File: src/rtl/uart_pkg.sv
// Shared UART definitions: arbiter FSM states, header tag and frame timing
// constants common to the TX arbiter and the serializer.
package uart_pkg;

   typedef enum logic [2:0] {
      ST_ARB     = 3'd0,
      ST_HDR     = 3'd1,
      ST_LOAD    = 3'd2,
      ST_START   = 3'd3,
      ST_WAIT_HI = 3'd4,
      ST_WAIT_LO = 3'd5
   } state_t;

   localparam logic [3:0] HDR_TAG        = 4'hA;
   localparam int         CYCLES_PER_BIT = 16;
   // start + 8 data + odd parity + stop
   localparam int         FRAME_BITS     = 11;

   function automatic logic [7:0] hdr_byte(input logic [3:0] id);
      return {HDR_TAG, id};
   endfunction

endpackage

File: src/rtl/rr_pick.sv
// Combinational round-robin priority encoder: first set request at or after
// ptr, wrapping modulo N_REQ. Returns one-hot pick, its index and any-hit.
module rr_pick
   import uart_pkg::*;
#(
   parameter int N_REQ = 3,
   parameter int ID_W  = 2
) (
   input  logic [N_REQ-1:0] req,
   input  logic [ID_W-1:0]  ptr,
   output logic [N_REQ-1:0] pick,
   output logic [ID_W-1:0]  idx,
   output logic             any
);

   logic found;
   int   j;

   always_comb begin
      pick  = '0;
      idx   = '0;
      found = 1'b0;
      j     = 0;
      for (int k = 0; k < N_REQ; k++) begin
         j = (int'(ptr) + k) % N_REQ;
         if (!found && req[j]) begin
            found   = 1'b1;
            pick[j] = 1'b1;
            idx     = ID_W'(j);
         end
      end
   end

   assign any = |req;

endmodule

File: src/rtl/uart_tx_arbiter.sv
// Packet-granular round-robin sharing of one UART transmitter among N_REQ
// byte streams. Define UART_TX_ARB_HDR_EN to prefix each packet with {A, id}.
module uart_tx_arbiter
   import uart_pkg::*;
#(
   parameter int N_REQ = 3,
   parameter int ID_W  = 2
) (
   input  logic                 clk,
   input  logic                 rst_n,
   input  logic [N_REQ-1:0]     req_valid,
   input  logic [8*N_REQ-1:0]   req_data,
   input  logic [N_REQ-1:0]     req_last,
   output logic [N_REQ-1:0]     req_ready,
   output logic [N_REQ-1:0]     grant,
   output logic                 active,
   output logic                 tx_start,
   output logic [7:0]           tx_data,
   input  logic                 tx_busy
);

   state_t           state, state_n;
   logic [N_REQ-1:0] grant_n, pick;
   logic [ID_W-1:0]  gidx, gidx_n, rr_ptr, rr_n, pick_idx;
   logic             pick_any;
   logic             last_q, last_n;
   logic             tx_start_n;
   logic [7:0]       tx_data_n;
   logic             sel_valid, sel_last;
   logic [7:0]       sel_data;
`ifdef UART_TX_ARB_HDR_EN
   logic             hdr_q, hdr_n;
`endif

   rr_pick #(.N_REQ(N_REQ), .ID_W(ID_W)) u_pick (
      .req  (req_valid),
      .ptr  (rr_ptr),
      .pick (pick),
      .idx  (pick_idx),
      .any  (pick_any)
   );

   // Owner's byte, valid and last flag; grant is one-hot so OR-reduction muxes.
   always_comb begin
      sel_valid = |(req_valid & grant);
      sel_data  = '0;
      sel_last  = 1'b0;
      for (int i = 0; i < N_REQ; i++) begin
         if (grant[i]) begin
            sel_data = sel_data | req_data[8*i +: 8];
            sel_last = sel_last | req_last[i];
         end
      end
   end

   always_comb begin
      state_n   = state;
      grant_n   = grant;
      gidx_n    = gidx;
      rr_n      = rr_ptr;
      last_n    = last_q;
      tx_data_n = tx_data;
      req_ready = '0;
`ifdef UART_TX_ARB_HDR_EN
      hdr_n     = hdr_q;
`endif
      case (state)
         ST_ARB: begin
            if (pick_any) begin
               grant_n = pick;
               gidx_n  = pick_idx;
`ifdef UART_TX_ARB_HDR_EN
               state_n = ST_HDR;
`else
               state_n = ST_LOAD;
`endif
            end
         end
`ifdef UART_TX_ARB_HDR_EN
         ST_HDR: begin
            if (!tx_busy) begin
               tx_data_n = hdr_byte(4'(gidx));
               hdr_n     = 1'b1;
               state_n   = ST_START;
            end
         end
`endif
         ST_LOAD: begin
            // A stalled owner keeps the grant and blocks everyone else.
            if (sel_valid && !tx_busy) begin
               req_ready = grant;
               tx_data_n = sel_data;
               last_n    = sel_last;
               state_n   = ST_START;
            end
         end
         ST_START:   state_n = ST_WAIT_HI;
         ST_WAIT_HI: if (tx_busy) state_n = ST_WAIT_LO;
         ST_WAIT_LO: begin
            if (!tx_busy) begin
`ifdef UART_TX_ARB_HDR_EN
               if (hdr_q) begin
                  hdr_n   = 1'b0;
                  state_n = ST_LOAD;
               end else
`endif
               if (last_q) begin
                  grant_n = '0;
                  rr_n    = (gidx == ID_W'(N_REQ-1)) ? '0 : gidx + 1'b1;
                  state_n = ST_ARB;
               end else begin
                  state_n = ST_LOAD;
               end
            end
         end
         default: state_n = ST_ARB;
      endcase
      tx_start_n = (state_n == ST_START);
   end

   always_ff @(posedge clk) begin
      if (!rst_n) begin
         state    <= ST_ARB;
         grant    <= '0;
         gidx     <= '0;
         rr_ptr   <= '0;
         last_q   <= 1'b0;
         tx_start <= 1'b0;
         tx_data  <= '0;
`ifdef UART_TX_ARB_HDR_EN
         hdr_q    <= 1'b0;
`endif
      end else begin
         state    <= state_n;
         grant    <= grant_n;
         gidx     <= gidx_n;
         rr_ptr   <= rr_n;
         last_q   <= last_n;
         tx_start <= tx_start_n;
         tx_data  <= tx_data_n;
`ifdef UART_TX_ARB_HDR_EN
         hdr_q    <= hdr_n;
`endif
      end
   end

   assign active = |grant;

endmodule

File: config.mk
export PLATFORM = sky130hd
export DESIGN_NAME = uart_tx_arbiter
export DESIGN_NICKNAME = d
export VERILOG_FILES = /design/src/rtl/uart_pkg.sv /design/src/rtl/rr_pick.sv /design/src/rtl/uart_tx_arbiter.sv
export SDC_FILE = /design/constraint.sdc
export NUM_CORES = 1
export LEC_CHECK = 0
export BUFFER_PORTS_ARGS = -buffer_cell sky130_fd_sc_hd__buf_2
export CAP_MARGIN = 20
export CORE_ASPECT_RATIO = 0.6
export CORE_UTILIZATION = 48
export DETAILED_ROUTE_END_ITERATION = 7
export PLACE_DENSITY = 0.89
export SLEW_MARGIN = 20
export SYNTH_ARGS = -nofsm -noshare
export SYNTH_HDL_FRONTEND = slang
export SYNTH_SLANG_ARGS = --single-unit
File: constraint.sdc
create_clock -name clk -period 2.6 [get_ports clk]
set_clock_uncertainty 0.2 [all_clocks]
set_input_delay 0 -clock clk [delete_from_list [all_inputs] [get_ports clk]]
set_output_delay 0 -clock clk [all_outputs]
set_load 0.03 [all_outputs]
## Word-level counts from Yosys, hierarchy flattened

Index checks and enable logic that the tools add are counted.

| storage, ports and cells | value |
|---|---|
| logic and storage cells | 96 |
| flip-flop bits (word level) | 20 |
| output and inout bits | 16 |
| bits of input ports | 33 |

| operators by class | value |
|---|---|
| add/subtract/negate cells | 3 |
| eq/ne operators | 9 |
| multiplexer cells | 42 |
| reduce and logical (&&, ||, !) cells | 18 |
| div/mod/pow operators | 3 |
| bitwise operators | 8 |
| $lt $le $gt $ge | 6 |

Operators by type and width:

| operator | count |
|---|---|
| $ge 32x1->1 const B | 3 |
| $lt 32x4->1 const B | 3 |
| $mod 32x3->32 const B | 2 |
| $mux 3 | 12 |
| $mod 3x3->32 const B | 1 |
| $mux 8 | 3 |
| $or 8x8->8 | 2 |
| $pmux 3 s5 | 1 |
| $mux 1 | 14 |
| $mux 2 | 5 |
| $eq 3x2->1 const B | 3 |
| $reduce_or 3->1 | 3 |
| $bmux 1 s2 | 3 |
| $demux 1 s2 | 3 |
| $eq 3x3->1 const B | 2 |
| $logic_and 1x1->1 | 6 |
| $ne 2x2->1 const B | 3 |
| $or 3x3->3 | 2 |
| $pmux 3 s2 | 1 |
| $reduce_and 2->1 | 2 |
| $reduce_and 4->1 | 1 |
| $add 2x1->3 const B | 1 |
| $add 2x2->3 const B | 1 |
| $and 3x3->3 | 1 |
| other kinds (8) | 11 |

## Logic depth before layout (Yosys ltp)

| depth | value |
|---|---|
| depth in word-level cells | 13 |
| mapped depth | 8 |
| depth with buffers taken out | 7 |

## Hierarchy

Synthesis repeated with hierarchy kept, for this count alone.

| unflattened totals | value |
|---|---|
| cell total of the unflattened synthesis | 158 |
| area total of the unflattened synthesis | 1333.8 um2 |

Modules (own cells, without submodules):

| module | area an instance (um2) | times used | cells each |
|---|---|---|---|
| uart_tx_arbiter | 983.4 | 1 | 105 |
| rr_pick | 350.3 | 1 | 53 |

## Worst setup path after synthesis

No wires, ideal clock.

| timing | value |
|---|---|
| path type | register -> register |
| from | reg rr_ptr[0] |
| to | reg grant[0] |
| arrival | 1.572 ns |
| path slack | 0.705 ns |
| buffers on the path | 0 |
| period minus slack after synthesis | 1.895 ns |
| required time | 2.277 ns |
| stages on the path, launching flop included | 8 |
| setup time | 0.123 ns |
| cell sequence | dfxtp_1 -> inv_1 -> ha_1 -> and4bb_1 -> o21ai_1 -> o41ai_2 -> a222oi_1 -> o21ai_1 |

| between the ends | value |
|---|---|
| longest elaborated chain between the ends | 13 |

RTL lines:

| element | line | source |
|---|---|---|
| from (decl) | uart_tx_arbiter.sv:24 | `logic [ID_W-1:0] gidx, gidx_n, rr_ptr, rr_n, pick_idx;` |
| from (signal assigned) | uart_tx_arbiter.sv:137 | `rr_ptr <= rr_n;` |
| branches (longest 10 deep; another with $mod 32x3->32) | -- |  |
| $mux 3 * | rr_pick.sv:26 | `if (!found && req[j]) begin` |
| $mux 3 * | uart_tx_arbiter.sv:69 | `if (pick_any) begin` |
| $pmux 3 s2 * | uart_tx_arbiter.sv:67 | `case (state)` |
| to (signal assigned) | uart_tx_arbiter.sv:135 | `grant <= grant_n;` |
| to (decl) | uart_tx_arbiter.sv:15 | `output logic [N_REQ-1:0] grant,` |

Mark *: on every way between the ends. The select of a mux whose other input is x is not followed.
A chain may end at the register's enable or synchronous reset.

## Worst setup path in the final report

| timing | value |
|---|---|
| from | reg grant[0] |
| to | reg last_q |

| between the ends | value |
|---|---|
| longest elaborated chain between the ends | 5 |

RTL lines:

| element | line | source |
|---|---|---|
| $mux 1 | uart_tx_arbiter.sv:49 | `if (grant[i]) begin` |
| $or 1x1->1 | uart_tx_arbiter.sv:51 | `sel_last = sel_last \| req_last[i];` |
| $mux 1 | uart_tx_arbiter.sv:49 |  |
| $or 1x1->1 | uart_tx_arbiter.sv:51 |  |
| $mux 1 | uart_tx_arbiter.sv:49 |  |
| to (signal assigned) | uart_tx_arbiter.sv:138 | `last_q <= last_n;` |
| to (decl) | uart_tx_arbiter.sv:26 | `logic last_q, last_n;` |

Parallel ways exist; a longest one is shown, timed or not.

==> key figures <==
Timing
  – RSZ-0062 raised after global routing: false
  – Slew Viols, Final: 0
  – Final Hold Vio Count: 0
  – Min Clock Period, post-route: 2.53 ns
  – Setup TNS: 0 ns
  – Slew headroom: 65.7%
  – Worst-Margin Slew: 0.511 ns
  – FMAX: roughly 390 MHz
  – Final setup viols: 0
  – Fin crit share: a little under 100%

Layout
  – Final core occ: 78.5%
  – Fill count: 155
  – Layout cell share with drive strength beyond 1: 29.3%
  – Area grow syn2layout: 44.3%
  – Nets: approximately 250

Drt
  – Drt drc: 0
  – Post-route ant nets: 0
  – DR WL/cell: 19.9 um
  – DR vias/cell: 6.53
  – Drt pass-1 iters: 5
  – Via count: 1,560
  – WL final: roughly 4.7 mm
  – First DRT Iteration DRCs: 122

Floorplanning
  – Ports: 49
  – Core ar.: 0.00231 mm2
  – FP Rows: 13
  – Die height: roughly 42 um
  – Die area: 0.00283 mm2
  – Die Wd: 68.0 um
  – Starting density of the core: 54.4%

CTS
  – Clk slew on worst S/H paths: 0.08 ns
  – Clock Latency Late Sink: 0.27 ns
  – Clock sink count: 20
  – TritonCTS clock tree: done
  – CTS buffer count: 3
  – Clock Path Buffers: 2
  – Htree depth: 1
  – Root Buffer: clkbuf_8

Status
  – Status: finished clean

Critical path
  – CP Max Fanout: 14
  – Reg2Reg Depth: 5
  – CP arrival: 2.49 ns
  – Worst endpoint required time: approximately 2.6 ns
  – R2r startpoint: grant[0]$_SDFFE_PN0P_
  – Reg-to-Reg End: last_q$_SDFFE_PN0P_
  – CP Class: reg2reg
  – Worst Setup End Kind: flip-flop
  – Reg2Reg Setup Slack: roughly 0.066 ns
  – CP Launch Type: flip-flop

Place
  – Input/output buffers: 48
  – GP Congestion: 1.01
  – Detailed Place HPWL: 2.54 mm

Synth
  – Synthesis Warnings: 0
  – Post-synthesis sequential area ratio: around a third
  – Syn_nets: between 150 and 200
  – Post-synth cell types: 40
  – Synth Register Bits: 20
  – Cell area after synthesis: 0.00126 mm2
  – Synthesized area per cell: about 9.1 um2
  – Post-Syn Instances: 138

Min path
  – Min-Delay Endpoint: grant[1]$_SDFFE_PN0P_
  – Hold/Removal Path Class: in2reg
  – Min-Delay Path Depth: 3
  – Hold_sp: req_valid[1]

Power and ir drop
  – Peak VDD IR: approximately 0.34 mV
  – Leakage: 0.912 nW
  – PwrDens: a little over 400 mW/mm2

Global routing
  – First-pass GRT wire length: 7.22 mm
  – Total GRT Usage: 34.6%
  – Largest net degree at the start of global routing: 24
  – Grt ovf: 0
  – Number of global-route vias before repair: around 1,500
  – Initial antenna violation count: 0

Run
  – Total of max-cap violations: 0
## what timing repair did
| item | in CTS | in global routing |
|---|---|---|
| resized for setup | 0 | 3 |
| endpoints found under the hold margin | 17 | 0 |
| hold buffers | 30 | 0 |
| setup endpoints to repair | 0 | 7 |
| buffers inserted | 0 | 0 |
## worst max path at each step
stage,startpoint,to
final,grant[0]$_SDFFE_PN0P_,last_q$_SDFFE_PN0P_
after global routing,grant[0]$_SDFFE_PN0P_,tx_data[6]$_SDFFE_PN0P_
after CTS,grant[1]$_SDFFE_PN0P_,tx_data[3]$_SDFFE_PN0P_
after detailed placement,rr_ptr[0]$_SDFFE_PN0P_,grant[0]$_SDFFE_PN0P_
after global placement,rr_ptr[0]$_SDFFE_PN0P_,grant[0]$_SDFFE_PN0P_
after floorplan,rr_ptr[0]$_SDFFE_PN0P_,grant[0]$_SDFFE_PN0P_
## synth_stat cells
library cell | instances | share of area [%]
nor3_2 | 1 | 0.80
a22oi_1 | 3 | 1.8
a32oi_1 | 1 | 0.70
nor3b_1 | 2 | 1.2
nand2_1 | 16 | 4.8
o211a_1 | 9 | 7.2
and4bb_1 | 1 | 1.0
inv_1 | 5 | 1.5
ha_1 | 4 | 4.0
nor4_4 | 1 | 1.7
or2b_1 | 1 | 0.60
and4bb_4 | 1 | 1.3
and2_1 | 5 | 2.5
nand4b_1 | 1 | 0.70
o21ai_1 | 6 | 2.4
nor2_1 | 4 | 1.2
a222oi_1 | 11 | 8.8
nand3_1 | 5 | 2.0
o41ai_2 | 1 | 1.3
nor2b_1 | 3 | 1.5
buf_2 | 1 | 0.40
o21ai_0 | 1 | 0.40
o2111a_1 | 1 | 0.90
clkbuf_1 | 5 | 1.5
a21boi_1 | 2 | 1.2
nor4b_1 | 1 | 0.70
buf_4 | 2 | 1.2
o21a_1 | 2 | 1.2
nor2_4 | 1 | 0.90
a22o_1 | 1 | 0.70
buf_6 | 3 | 2.7
or3_1 | 2 | 1.0
a21oi_1 | 5 | 2.0
dfxtp_1 | 20 | 32
and3_1 | 1 | 0.50
nor4bb_1 | 1 | 0.80
o22ai_1 | 2 | 1.0
o2111ai_1 | 1 | 0.70
nand2b_1 | 4 | 2.0
nand3b_4 | 1 | 1.6
## per-stage QoR
stage	instances	area [um2]	hold WS (ns)	power, mW	setup WS [ns]
finish	239	1810	0.0688	0.744	0.0664
global route	238	1810	0.0845	0.768	0.0338
CTS	239	1820	0.0305	0.730	0.105
detailed placement	205	1460	0.160	0.456	0.497
global placement	205	1460	0.153	0.452	0.631
floorplan	138	1260	-0.0469	0.414	0.705
## placed cells by master (no fill, tap or decap), drive strengths merged, types with 3 or more instances in the layout
master	n
ha	4
a22oi	3
clkbuf	4
o211a	9
nand2b	4
nor2b	3
nor2	5
inv	5
a21oi	5
a222oi	11
and2	5
dfxtp	20
nand3	5
buf	48
o21ai	7
dlygate4sd3	29
nand2	16
## logic make-up (layout without fill, tap and decap cells)
| family | count (synthesis) | count (layout) | share of synthesized area [%] |
|---|---|---|---|
| AOI/OAI and AO/OA | 46 | 46 | 30.2 |
| adders and majority gates | 4 | 4 | 3.98 |
| buffers and inverters | 16 | 86 | 7.27 |
| DFF | 20 | 20 | 31.9 |
| other | 0 | 1 | 0 |
| and+or+nand+nor | 52 | 52 | 26.7 |
## flip-flops by register name (all words and copies together), names as in the netlist
register and cells:
rr_ptr 2, gidx 2, grant 3, state 3, last_q 1, tx_data 8, tx_start 1
## where the power goes
group          switching, mW  total, mW  internal [mW]
clock network          0.111      0.246          0.135
logic                 0.0785      0.160         0.0815
registers             0.0197      0.338          0.318
## worst max-delay path, cell delays in order (launching register included)
cell and delay (ns):
dfxtp_2 0.41, a222oi_1 0.43, dlygate4sd3_1 0.64, nand2_1 0.07, o211a_1 0.13, dlygate4sd3_1 0.54
## layer usage
layer	global-route usage (%)	vias up	routed length [um]
met2	56.1	104	2250
met3	10.4	42	380
li1	-	676	-
met5	0	-	0
met4	20.4	0	295
met1	39.5	738	1820
## area by class of cell
| class | count | area [um2] | area share (%) |
|---|---|---|---|
| Antenna cell | 1 | 2.50 | 0.138 |
| Clock buffer | 4 | 55.1 | 3.04 |
| Inverter | 5 | 18.8 | 1.04 |
| Multi-Input combinational cell | 102 | 764 | 42.2 |
| Sequential cell | 20 | 404 | 22.3 |
| Tap cell | 30 | 37.5 | 2.07 |
| Timing Repair Buffer | 77 | 531 | 29.3 |
No activity file was read; power rests on OpenSTA's default activity.
